## config.mk

```make
export PLATFORM = sky130hd
export DESIGN_NAME = axis_dac_packer
export DESIGN_NICKNAME = d
export VERILOG_FILES = /design/src/rtl/axis_dac_packer_pkg.sv /design/src/rtl/axis_sample_fifo.sv /design/src/rtl/axis_dac_packer.sv
export SDC_FILE = /design/constraint.sdc
export NUM_CORES = 1
export LEC_CHECK = 0
export CORE_ASPECT_RATIO = 1.2
export CORE_MARGIN = 2
export CORE_UTILIZATION = 45
export CTS_CLUSTER_DIAMETER = 60
export CTS_CLUSTER_SIZE = 25
export DETAILED_ROUTE_END_ITERATION = 10
export HOLD_SLACK_MARGIN = 0.06
export PLACE_DENSITY = 0.7
export SYNTH_ARGS = -nofsm -noshare
export SYNTH_HDL_FRONTEND = slang
export SYNTH_HIERARCHICAL = 1
export SYNTH_SLANG_ARGS = --single-unit
export TNS_END_PERCENT = 30
```

## constraint.sdc

```tcl
create_clock -name aclk -period 3.1 [get_ports aclk]
set_input_delay 0.93 -clock aclk [delete_from_list [all_inputs] [get_ports aclk]]
set_output_delay 0.93 -clock aclk [all_outputs]
set_load 0.01 [all_outputs]
```

## src/rtl/axis_dac_packer_pkg.sv

```systemverilog
// Shared constants, the per-sample result type and arithmetic helpers for the DAC packer.
package axis_dac_packer_pkg;

  localparam int DAC_WIDTH = 14;
  localparam int DAC_MAX   = 8191;
  localparam int DAC_MIN   = -8192;
  localparam int IN_WIDTH  = 24;
  localparam int CNT_WIDTH = 16;
  localparam int EXT_WIDTH = IN_WIDTH + 1;

  // One scaled DAC code plus a flag telling whether it had to be clamped.
  typedef struct packed {
    logic                 sat;
    logic [DAC_WIDTH-1:0] value;
  } dac_sample_t;

  // Round-half-up right shift of a signed 24-bit sample, then clamp to the 14-bit DAC range.
  function automatic dac_sample_t scale_sample(input logic [IN_WIDTH-1:0] raw, input int shift);
    logic signed [EXT_WIDTH-1:0] ext;
    logic signed [EXT_WIDTH-1:0] shifted;
    dac_sample_t                 res;
    ext     = {raw[IN_WIDTH-1], raw} + (EXT_WIDTH'(1) << (shift - 1));
    shifted = ext >>> shift;
    if (int'(shifted) > DAC_MAX) begin
      res.sat   = 1'b1;
      res.value = DAC_WIDTH'(DAC_MAX);
    end else if (int'(shifted) < DAC_MIN) begin
      res.sat   = 1'b1;
      res.value = DAC_WIDTH'(DAC_MIN);
    end else begin
      res.sat   = 1'b0;
      res.value = shifted[DAC_WIDTH-1:0];
    end
    return res;
  endfunction

  // Status counters stick at all-ones instead of wrapping back to zero.
  function automatic logic [CNT_WIDTH-1:0] cnt_inc(input logic [CNT_WIDTH-1:0] c);
    return (c == '1) ? c : c + CNT_WIDTH'(1);
  endfunction

endpackage

```

## src/rtl/axis_sample_fifo.sv

```systemverilog
// Single-clock sample FIFO with registered write-ready and empty flags and a show-ahead read port.
module axis_sample_fifo #(
  parameter int WIDTH = 24,
  parameter int DEPTH = 4
) (
  input  logic             aclk,
  input  logic             reset,
  input  logic             wr_en,
  input  logic [WIDTH-1:0] wr_data,
  output logic             wr_ready,
  input  logic             rd_en,
  output logic [WIDTH-1:0] rd_data,
  output logic             empty
);

  localparam int AW = $clog2(DEPTH);
  localparam int CW = AW + 1;

  logic [WIDTH-1:0] mem [DEPTH];
  logic [AW-1:0]    wr_ptr;
  logic [AW-1:0]    rd_ptr;
  logic [CW-1:0]    count;
  logic [CW-1:0]    count_next;
  logic             do_wr;
  logic             do_rd;

  assign do_wr   = wr_en && wr_ready;
  assign do_rd   = rd_en && !empty;
  assign rd_data = mem[rd_ptr];

  // Occupancy after this cycle's write and read; the flags are derived from it so they stay registered.
  always_comb begin
    count_next = count + CW'(do_wr) - CW'(do_rd);
  end

  // Storage array; contents are don't-care until the pointers say otherwise, so no reset here.
  always_ff @(posedge aclk) begin
    if (do_wr) begin
      mem[wr_ptr] <= wr_data;
    end
  end

  // Pointers wrap naturally because DEPTH is a power of two; ready stays low while reset is held.
  always_ff @(posedge aclk or posedge reset) begin
    if (reset) begin
      wr_ptr   <= '0;
      rd_ptr   <= '0;
      count    <= '0;
      empty    <= 1'b1;
      wr_ready <= 1'b0;
    end else begin
      if (do_wr) begin
        wr_ptr <= wr_ptr + AW'(1);
      end
      if (do_rd) begin
        rd_ptr <= rd_ptr + AW'(1);
      end
      count    <= count_next;
      empty    <= (count_next == '0);
      wr_ready <= (count_next != CW'(DEPTH));
    end
  end

endmodule

```

## src/rtl/axis_dac_packer.sv

```systemverilog
// Pairs I and Q AXI-Stream samples, scales them to 14-bit DAC codes and packs them into one 32-bit word.
module axis_dac_packer #(
  parameter int SHIFT      = 10,
  parameter int FIFO_DEPTH = 4
) (
  input  logic        aclk,
  input  logic        reset,
  input  logic [31:0] s_axis_i_tdata,
  input  logic        s_axis_i_tvalid,
  output logic        s_axis_i_tready,
  input  logic [31:0] s_axis_q_tdata,
  input  logic        s_axis_q_tvalid,
  output logic        s_axis_q_tready,
  output logic [31:0] m_axis_tdata,
  output logic        m_axis_tvalid,
  input  logic        m_axis_tready,
  input  logic        clr,
  output logic [15:0] sat_i_cnt,
  output logic [15:0] sat_q_cnt,
  output logic [15:0] underrun_cnt
);

  import axis_dac_packer_pkg::*;

  logic [IN_WIDTH-1:0] fifo_i_data;
  logic [IN_WIDTH-1:0] fifo_q_data;
  logic                fifo_i_empty;
  logic                fifo_q_empty;
  logic                pop;
  logic                out_xfer;
  logic                underrun_event;
  logic                underrun_armed;
  dac_sample_t         i_scaled;
  dac_sample_t         q_scaled;
  logic                unused_upper;

  assign unused_upper = ^{s_axis_i_tdata[31:IN_WIDTH], s_axis_q_tdata[31:IN_WIDTH]};

  axis_sample_fifo #(
    .WIDTH (IN_WIDTH),
    .DEPTH (FIFO_DEPTH)
  ) u_fifo_i (
    .aclk     (aclk),
    .reset    (reset),
    .wr_en    (s_axis_i_tvalid),
    .wr_data  (s_axis_i_tdata[IN_WIDTH-1:0]),
    .wr_ready (s_axis_i_tready),
    .rd_en    (pop),
    .rd_data  (fifo_i_data),
    .empty    (fifo_i_empty)
  );

  axis_sample_fifo #(
    .WIDTH (IN_WIDTH),
    .DEPTH (FIFO_DEPTH)
  ) u_fifo_q (
    .aclk     (aclk),
    .reset    (reset),
    .wr_en    (s_axis_q_tvalid),
    .wr_data  (s_axis_q_tdata[IN_WIDTH-1:0]),
    .wr_ready (s_axis_q_tready),
    .rd_en    (pop),
    .rd_data  (fifo_q_data),
    .empty    (fifo_q_empty)
  );

  // A pair leaves both FIFOs together only when the output register is free or being drained.
  assign pop            = !fifo_i_empty && !fifo_q_empty && (!m_axis_tvalid || m_axis_tready);
  assign out_xfer       = m_axis_tvalid && m_axis_tready;
  assign underrun_event = underrun_armed && m_axis_tready && !m_axis_tvalid;
  assign i_scaled       = scale_sample(fifo_i_data, SHIFT);
  assign q_scaled       = scale_sample(fifo_q_data, SHIFT);

  // Output register: loads on pop, otherwise holds until the consumer takes the word.
  always_ff @(posedge aclk or posedge reset) begin
    if (reset) begin
      m_axis_tvalid <= 1'b0;
      m_axis_tdata  <= '0;
    end else if (pop) begin
      m_axis_tvalid <= 1'b1;
      m_axis_tdata  <= {2'b00, i_scaled.value, 2'b00, q_scaled.value};
    end else if (m_axis_tready) begin
      m_axis_tvalid <= 1'b0;
    end
  end

  // I-channel clamp counter; clr beats a same-cycle increment.
  always_ff @(posedge aclk or posedge reset) begin
    if (reset) begin
      sat_i_cnt <= '0;
    end else if (clr) begin
      sat_i_cnt <= '0;
    end else if (pop && i_scaled.sat) begin
      sat_i_cnt <= cnt_inc(sat_i_cnt);
    end
  end

  // Q-channel clamp counter; clr beats a same-cycle increment.
  always_ff @(posedge aclk or posedge reset) begin
    if (reset) begin
      sat_q_cnt <= '0;
    end else if (clr) begin
      sat_q_cnt <= '0;
    end else if (pop && q_scaled.sat) begin
      sat_q_cnt <= cnt_inc(sat_q_cnt);
    end
  end

  // Underrun tracking starts at the first delivered word so start-up latency is not counted.
  always_ff @(posedge aclk or posedge reset) begin
    if (reset) begin
      underrun_armed <= 1'b0;
      underrun_cnt   <= '0;
    end else if (clr) begin
      underrun_armed <= 1'b0;
      underrun_cnt   <= '0;
    end else begin
      if (out_xfer) begin
        underrun_armed <= 1'b1;
      end
      if (underrun_event) begin
        underrun_cnt <= cnt_inc(underrun_cnt);
      end
    end
  end

endmodule

```

==> results.md, run 1 <==
- During synthesis, Yosys emitted a total of 6 warnings.
- The worst path arrival time is 3.36 ns.
- The post-route DRC violation count is 0.
- The type of the most critical hold path is flip-flop to flip-flop.
- In this run switching power makes up 32.26% of total power.
- The final core area utilization is 55.15%.
- The critical path ends at sat_q_cnt[9].
- The deepest level of the CTS H-tree is 1.
- The power density relative to cell area is 793.2 mW/mm2.
- Counting every sink on the clock net gives 216.
- TritonCTS built the clock tree.
- The end of the worst register-to-register path is sat_q_cnt[9].
- Measured in cells, the most critical reg-to-reg path has a length of 8.
- The count of hold-fix buffers inserted at cts is 0.
- The final critical path time including I/O delays and setup is 2.970 ns.
- Clock latency on the worst-skew pair, taken at its later pin, is 0.48 ns.
- Dividing the synthesized area by the synthesized cell count gives 13.42 um2.
- The total via count in the routed design is 6256.
- The wire length reported by the detailed router is 19530 um.
- The tool flagged a number of max-cap violations equal to 0.
- The most frequent standard cell in the layout excluding fill and tap cells is sky130_fd_sc_hd__edfxtp_1.
- Tracing the worst setup path back leads to its startpoint at u_fifo_q/rd_ptr[0].
- The CTS clock-pin slew for the worst setup and hold paths is 0.09 ns.
- For this run, the top clock speed supported by timing is 336.7 MHz.
- The tightest slew margin relative to the limit is 54.57%.
- The switching power summed over all nets is 3.031 mW.
- Internal power comes to 6.366 mW.
- The overall power after layout is 9.397 mW.
- The overall track demand over capacity in global routing is 17.22%.
- The total non-filler cell area in the finished layout is 0.01185 mm2.
- The met2 layer wire length in the routed design is 9674 um.
- The half-perimeter wire length after detailed placement is 14060 um.
- The start of the worst register-to-register path is u_fifo_q/rd_ptr[0].
- The floorplan step defined a die boundary enclosing 0.02287 mm2.
- Summed over all nets, wire length on met3 after detailed routing comes to 851 um.
- 153 I/O pins were placed.
- The maximum fanout encountered on the critical timing path is 8.
- VDD sags by at most 0.5033 mV.
- The clock arrives with 0.01741 ns of skew.
- Per report_power, the combinational group accounts for 35.4% of the total.
- Once detail routing completed, the nets flagged for antenna violations numbered 0.
- The setup check on the worst reg-to-reg path leaves a slack of 0.13 ns.
- The number of nets in the finished design is 953.
- The portion of total power attributed to the clock network is 22.2%.
- In the layout the commonest cells are 120 x sky130_fd_sc_hd__edfxtp_1, 113 x sky130_fd_sc_hd__clkdlybuf4s50_1, 92 x sky130_fd_sc_hd__dfrtp_1.
- The initial core utilization is 45.41%.
- The antenna cell count is 0.
- The average via count per standard cell is 5.459.
- The run finished with clean final reports.
- The number of core rows is 59.
- TritonCTS created 15 clock buffers.
- At the end of routability-driven placement, the weighted congestion stood at 0.8270.
- The total overflow reported by the global router is 0.
- The total of buffers placed on input and output ports is 114.
- The number of antenna violations at the first check in global routing is 0.
- After synthesis the cells add up to 0.009754 mm2.
- The part of the total power dissipated in sequential elements is 42.4%.
- The maximum number of pins on one net before global-route repair is 37.
- After filler insertion, the fill cell instance count of the layout stands at 1746.
- The area growth from synthesis to layout is 21.45%.
- The leakage power total is 4.340 nW.
- The number of endpoints with negative hold slack in the final report is 0.
- Measured along the y axis, the die boundary spans 165.3 um.
- The share of post-route cells with drive strength above 1 is 13.42%.
- Setup repair after global routing could not meet its margin everywhere.
- The area of the placeable core is 0.02148 mm2.
- The cell sitting at the root of the clock tree is a sky130_fd_sc_hd__clkbuf_16.
- The number of search-and-repair iterations in the first detailed-routing pass is 5.
- The first global-routing pass estimated 32110 um of wire.
- The minimum hold slack is 0.4874 ns.
- The deepest clock path buffer count is 3.
- The kind of start point of the critical path is a flip-flop.
- The number of post-CTS setup repair buffers is 0.
- The worst setup path is captured at a flip-flop.
- For the worst setup path, the data required time is 3.49 ns.
- Setup violations remaining at the end of the flow were counted as 0.
- After detailed routing, no signal wire sits above met4.
- For the pin with the worst max-slew slack, the measured transition is 0.6814 ns.
- The number of violations reported at the end of detailed-routing iteration 0 is 437.
- The met1 routed wirelength after detailed routing is 8667 um.
- The die is 138.4 um wide.
- Summed over all failing endpoints, the final setup total negative slack is 0 ns.
- Once placement finished, the instance area stood at 0.01132 mm2.
- The number of pins exceeding their max-slew limit in the final report is 0.
- The critical path is of the flip-flop to flip-flop type.
- After detailed routing, the average wire length per cell comes to 17.04 um.
- The via count of the first global-routing pass was 6243.
- The count of mapped cells out of synthesis is 727.
- Dividing the final minimum period by the clock period gives 95.80%.
layout make-up:
class	count	area [um2]	share of cell area [%]
well taps	274	342.8	2.894
repair buffers	158	1476	12.46
flip-flops and latches	216	6011	50.74
multi-input cells	451	3428	28.94
clock buffers	17	382.9	3.232
clock inverters	8	121.4	1.024
inverters	22	83.83	0.7076
state kept, by name, indices dropped and copies added, names as in the netlist, 2 cells and up:
| register | cells |
|---|---|
| u_fifo_i/wr_ptr | 2 |
| m_axis_tdata | 28 |
| sat_i_cnt | 16 |
| sat_q_cnt | 16 |
| u_fifo_i/count | 3 |
| u_fifo_q/rd_ptr | 2 |
| underrun_cnt | 16 |
| u_fifo_q/count | 3 |
| u_fifo_i/mem | 60 |
| u_fifo_i/rd_ptr | 2 |
| u_fifo_q/mem | 60 |
| u_fifo_q/wr_ptr | 2 |
through the flow:
stage | setup WS, ns | instances
after floorplan | 0.02064 | 730
after global placement | -0.2012 | 1120
after detailed placement | -0.2341 | 1120
after CTS | 0.009193 | 1145
after global routing | -0.01537 | 1146
final | 0.1301 | 1146
power groups by stage:
| stage | combinational [mW] | clock [mW] | sequential (mW) |
|---|---|---|---|
| after CTS | 3.38 | 2.15 | 4.00 |
| after global placement | 3.33 | 0 | 4.02 |
| after floorplan | 2.30 | 0 | 4.02 |
| final | 3.33 | 2.08 | 3.99 |
| after detailed placement | 3.37 | 0 | 4.06 |
| after global routing | 3.67 | 2.24 | 4.05 |
how the worst min path moves through the flow:
stage	from	to	slack, ns	depth (start not counted)
finish	m_axis_tdata[1]	m_axis_tdata[1]	0.49	2
detailed placement	m_axis_tdata[1]	m_axis_tdata[1]	0.47	2
global placement	m_axis_tdata[1]	m_axis_tdata[1]	0.46	2
floorplan	underrun_armed	underrun_armed	0.46	2
CTS	m_axis_tdata[1]	m_axis_tdata[1]	0.49	2
global route	m_axis_tdata[5]	m_axis_tdata[5]	0.53	2
critical path, stage by stage, from the launching register on:
cell	delay, ns
sky130_fd_sc_hd__dfrtp_2	0.50
sky130_fd_sc_hd__buf_4	0.21
sky130_fd_sc_hd__mux4_2	0.43
sky130_fd_sc_hd__nand4_4	0.15
sky130_fd_sc_hd__nor4_4	0.36
sky130_fd_sc_hd__or4b_1	0.59
sky130_fd_sc_hd__buf_4	0.19
sky130_fd_sc_hd__or3_1	0.30
sky130_fd_sc_hd__a21oi_1	0.14
routing by layer:
layer	vias to the layer above	track usage (%)
met5	-	0
li1	2996	-
met3	21	2.451
met4	0	3.989
met2	143	29.59
met1	3096	23.54
timing repair:
item | in CTS | in global routing
hold endpoints to repair | 0 | 0
gates resized for setup | 0 | 5
endpoints found under the setup margin | 0 | 17
Power figures use the tool's default switching activity.
==> run 2: changes to the inputs <==
--- a/config.mk
+++ b/config.mk
@@ -5,6 +5,7 @@
 export SDC_FILE = /design/constraint.sdc
 export NUM_CORES = 1
 export LEC_CHECK = 0
+export ABC_CLOCK_PERIOD_IN_PS = 3100
 export CORE_ASPECT_RATIO = 1.2
 export CORE_MARGIN = 2
 export CORE_UTILIZATION = 45
==> results of run 2 <==
Same layout as run 1: the final DEF is identical, and so are final timing and power.
==> run 3: changes to the inputs <==
--- a/config.mk
+++ b/config.mk
@@ -12,10 +12,8 @@
 export CTS_CLUSTER_DIAMETER = 60
 export CTS_CLUSTER_SIZE = 25
 export DETAILED_ROUTE_END_ITERATION = 10
-export HOLD_SLACK_MARGIN = 0.06
-export PLACE_DENSITY = 0.7
+export PLACE_DENSITY = 0.72
 export SYNTH_ARGS = -nofsm -noshare
 export SYNTH_HDL_FRONTEND = slang
-export SYNTH_HIERARCHICAL = 1
 export SYNTH_SLANG_ARGS = --single-unit
 export TNS_END_PERCENT = 30
==> results.md, run 3 <==
- The post-route clock skew came to 0.02296 ns (+0.005543 ns).
- The slew of the pin with the lowest slew margin came to 1.029 ns (+0.3476 ns).
- The total area of sequential cells is 0.006008 mm2 (about the same).
- The total non-filler cell area in the finished layout was 0.01170 mm2 (-1.2%).
- The number of violations reported at the end of detailed-routing iteration 0 was 400 (-8.5%).
- The final critical path time including I/O delays and setup is 2.832 ns (-0.1375 ns).
- Relative to the synthesized area, the layout overhead comes to 21.32%.
- The ratio of final minimum period to clock period is 91.37% (-4.4 points).
- The synthesized design contains 216 register bits.
- The non-filler instance count after layout is 1141 (-0.44%).
- For this run, asynchronously set or reset flops after synthesis account for 44.44%.
- The clock insertion delay at the later pin of the skew report is 0.50 ns (+0.02 ns).
- The CTS clock-pin slew for the worst setup and hold paths was 0.09 ns (about the same).
- The half-perimeter wire length after detailed placement is 13610 um (-3.2%).
- The longest individual stage delay on the worst path is 0.59 ns (about the same).
- The maximum number of pins on one net before global-route repair came to 54 (+46%).
- The library cells used most frequently in the layout, excluding fill and tap cells, are 120 x sky130_fd_sc_hd__edfxtp_1, 113 x sky130_fd_sc_hd__clkdlybuf4s50_1, 94 x sky130_fd_sc_hd__dfrtp_1.
- The sink count of the clock tree is 216 (unchanged).
- Yosys attributes the largest share of cell area to sky130_fd_sc_hd__edfxtp_1 37%, sky130_fd_sc_hd__dfrtp_1 24%, sky130_fd_sc_hd__mux4_2 6.8%, sky130_fd_sc_hd__xnor2_1 3.0%, sky130_fd_sc_hd__nor2_1 2.6%.
- The critical path endpoint category is a flip-flop.
- The share of post-route cells with drive strength above 1 was 11.02% (-2.4 points).
- Traced cell by cell, the critical path runs through buf_4 -> mux4_2 -> a31o_1 -> a21oi_2 -> nand3_2 -> nor3_1 -> mux2_2.
- The share of Yosys cell area claimed by the top area cell type is 37.35%.
- The family of cells with the greatest summed delay on the critical path is multiplexers.
- The number of warnings reported in the yosys synthesis log was 0 (-6).
- Setup repair after global routing left no endpoint under its margin.
- The type of the most critical hold path is flip-flop to flip-flop.
- The cell with the most instances after synthesis is sky130_fd_sc_hd__edfxtp_1.
- The floorplan die width came to 137.7 um (-0.54%).
- The number of antenna violations at the first check in global routing is 0 (unchanged).
- For this run, the leading register cell type out of synthesis is sky130_fd_sc_hd__edfxtp_1.
- Summed over all instances, the cell type with the most area after synthesis is sky130_fd_sc_hd__edfxtp_1.
- The maximum vdd ir drop is 0.3646 mV (-28%).
- The area of the placeable core is 0.02097 mm2 (-2.4%).
- The maximum fanout encountered on the critical timing path is 19 (+11).
- The first-pass GRT wire length is 32010 um (-0.32%).
- The flow ran to the end, and the final reports show no timing, DRC or antenna violations.
- The total via count in the routed design was 6151 (-1.7%).
- The detailed-route wire length per cell is 17.08 um (+0.24%).
- The total of buffers placed on input and output ports is 114 (unchanged).
- The leakage power total is 4.404 nW (+1.5%).
- The initial core utilization is 46.00% (+0.59 points).
- The multi-input logic area is 0.003371 mm2 (-1.7%).
- The number of core rows is 58 (-1.7%).
- The count of mapped cells out of synthesis came to 726 (-0.14%).
- The tightest slew margin relative to the limit is 30.53% (-24 points).
- The power density relative to cell area is 804.2 mW/mm2 (+1.4%).
- The number of post-CTS setup repair buffers is 0 (unchanged).
- The post-route DRC violation count is 0 (unchanged).
- The max-capacitance violation count is 0 (unchanged).
- The overall track demand over capacity in global routing was 17.91% (+0.68 points).
- The total buffers and inverters traversed by the critical path is 1 (-1).
- The number of pins exceeding their max-slew limit in the final report is 0 (unchanged).
- The wire length reported by the detailed router came to 19490 um (-0.20%).
- The largest registers in the layout are u_fifo_i.mem: 60 flops, u_fifo_q.mem: 60 flops, m_axis_tdata: 28 flops.
- STA classifies the critical path startpoint as a flip-flop.
- The area of the mapped netlist was 0.009647 mm2 (-1.1%).
- The number of nets in the finished design is 951 (-0.21%).
- Counting flops with a built-in enable in the synthesized netlist gives 120.
- By count the netlist is led by 120 x sky130_fd_sc_hd__edfxtp_1, 94 x sky130_fd_sc_hd__dfrtp_1, 66 x sky130_fd_sc_hd__nor2_1, 56 x sky130_fd_sc_hd__nand2_1, 33 x sky130_fd_sc_hd__xnor2_1.
- The distinct cell type count after synthesis is 60.
- The deepest clock path buffer count is 3 (unchanged).
- The CTS tree is done.
- The mean instance size in the synthesized netlist was 13.29 um2 (-0.97%).
- The height of the die is 164.4 um (-0.54%).
- The global placement routability congestion is 0.8232 (-0.46%).
- The via count of the first global-routing pass was 6175 (-1.1%).
- The tree is rooted in a sky130_fd_sc_hd__clkbuf_16.
- The average via count per standard cell was 5.391 (-1.2%).
- The number of inserted filler cells in the final layout is 1744 (-0.11%).
- The worst path arrival time is 3.20 ns (-0.16 ns).
- The final count of negative-setup-slack endpoints is 0 (unchanged).
- The required time reported for the critical path endpoint is 3.47 ns (-0.02 ns).
- The count of hold-fix buffers inserted at cts is 0 (unchanged).
- The antenna cell count is 0 (unchanged).
- The die outline area was 0.02263 mm2 (-1.1%).
- The total overflow reported by the global router was 0 (unchanged).
- The number of buffers created by CTS was 15 (unchanged).
- The minimum hold slack is 0.4784 ns (-0.009018 ns).
- The worst-case setup margin in the final layout is 0.2676 ns (+0.1375 ns).
- The slowest stage of the critical path is the sky130_fd_sc_hd__mux4_2 cell.
- The post-detailed-placement cell area is 0.01121 mm2 (-0.96%).
- The instance count after placement with tap cells included is 1115 (-0.45%).
- The deepest level of the CTS H-tree came to 1 (unchanged).
- The number of endpoints with negative hold slack in the final report came to 0 (unchanged).
- The sequential cell area fraction in the yosys report is 62.28%.
- The number of gates resized after CTS is 0 (unchanged).
- The worst slack at placement came to -0.1561 ns (+0.07796 ns).
- Leaving out fill and tap cells, the most frequent cell in the layout is sky130_fd_sc_hd__edfxtp_1.
- The number of top-level design ports is 153 (unchanged).
- The antenna violation net count after detailed routing is 0 (unchanged).
- The achievable clock frequency came to 353.1 MHz (+4.9%).
- The critical path is of the flip-flop to flip-flop type.
- The number of search-and-repair iterations in the first detailed-routing pass is 5 (unchanged).
==> run 3: cell count changes in the layout (fill, tap and decap cells not counted), moves of 11 or more <==
cell                      change
sky130_fd_sc_hd__nor2_1      +17
sky130_fd_sc_hd__xnor2_1     +16
sky130_fd_sc_hd__buf_4       -15
sky130_fd_sc_hd__nand2_1     +14
sky130_fd_sc_hd__a21oi_1     -23
sky130_fd_sc_hd__o31ai_1     -12
sky130_fd_sc_hd__or3_1       -11
sky130_fd_sc_hd__or4_1       -12
==> run 3: cells by family (layout without fill, tap and decap cells) <==
logic type,after synthesis,in the layout,share of synthesized area [%]
multiplexers,34,34,7.471
AND/OR/NAND/NOR,262,262,13.97
buffers and inverters,56,198,2.892
flip-flops,216,216,62.28
XOR/XNOR,61,61,5.538
AO/OA/AOI/OAI,77,77,5.188
other,1,4,0.03887
adder cells (fa/ha/maj),19,19,2.620
==> run 3: where the power goes <==
part / internal (mW) / switching (mW) / total (mW)
registers: 3.67 / 0.307 / 3.98
logic: 1.58 / 1.80 / 3.38
clock network: 0.968 / 1.09 / 2.06
total: 6.22 / 3.19 / 9.41
==> run 3: path summary, 6_finish.rpt <==
| path | from | cells past startpoint | endpoint | slack (ns) |
|---|---|---|---|---|
| setup / recovery | u_fifo_i.rd_ptr[0] | 7 | sat_i_cnt[14] | 0.27 |
| hold / removal | m_axis_tdata[3] | 2 | m_axis_tdata[3] | 0.48 |
| setup reg to reg | u_fifo_i.rd_ptr[0] | 7 | sat_i_cnt[14] | 0.27 |
| hold reg to reg | m_axis_tdata[3] | 2 | m_axis_tdata[3] | 0.48 |
| max in group asynchronous | reset | 3 | u_fifo_i.empty | 1.55 |
| min in group asynchronous | reset | 2 | underrun_cnt[7] | 0.87 |
==> run 3: metal layers <==
layer	vias up	track usage, %	wire length [um]
met5	-	0	0
met4	0	4.030	301
met3	22	2.640	1051
met2	143	29.56	9499
met1	3057	25.30	8634
li1	2929	-	-
==> run 3: metrics by stage <==
step | setup TNS [ns] | util [%] | power [mW]
detailed placement | -0.5104 | 53.44 | 7.476
finish | 0 | 55.80 | 9.412
floorplan | -0.1072 | - | 6.269
global placement | -0.2031 | 53.44 | 7.388
CTS | 0 | 55.80 | 9.546
global route | 0 | 55.80 | 10.02
==> run 3: cell type report <==
class                           count  area share (%)
Clock buffer                       17           3.271
Inverter                           29          0.9622
Timing Repair Buffer              143           11.78
Clock inverter                      9          0.9622
Sequential cell                   216           51.34
Multi-Input combinational cell    457           28.80
Tap cell                          270           2.886
==> run 3: worst register-to-register path, stage by stage (launching register included) <==
cell and delay (ns):
sky130_fd_sc_hd__dfrtp_1 0.48, sky130_fd_sc_hd__buf_4 0.28, sky130_fd_sc_hd__mux4_2 0.59, sky130_fd_sc_hd__a31o_1 0.22
sky130_fd_sc_hd__a21oi_2 0.17, sky130_fd_sc_hd__nand3_2 0.31, sky130_fd_sc_hd__nor3_1 0.30, sky130_fd_sc_hd__mux2_2 0.36
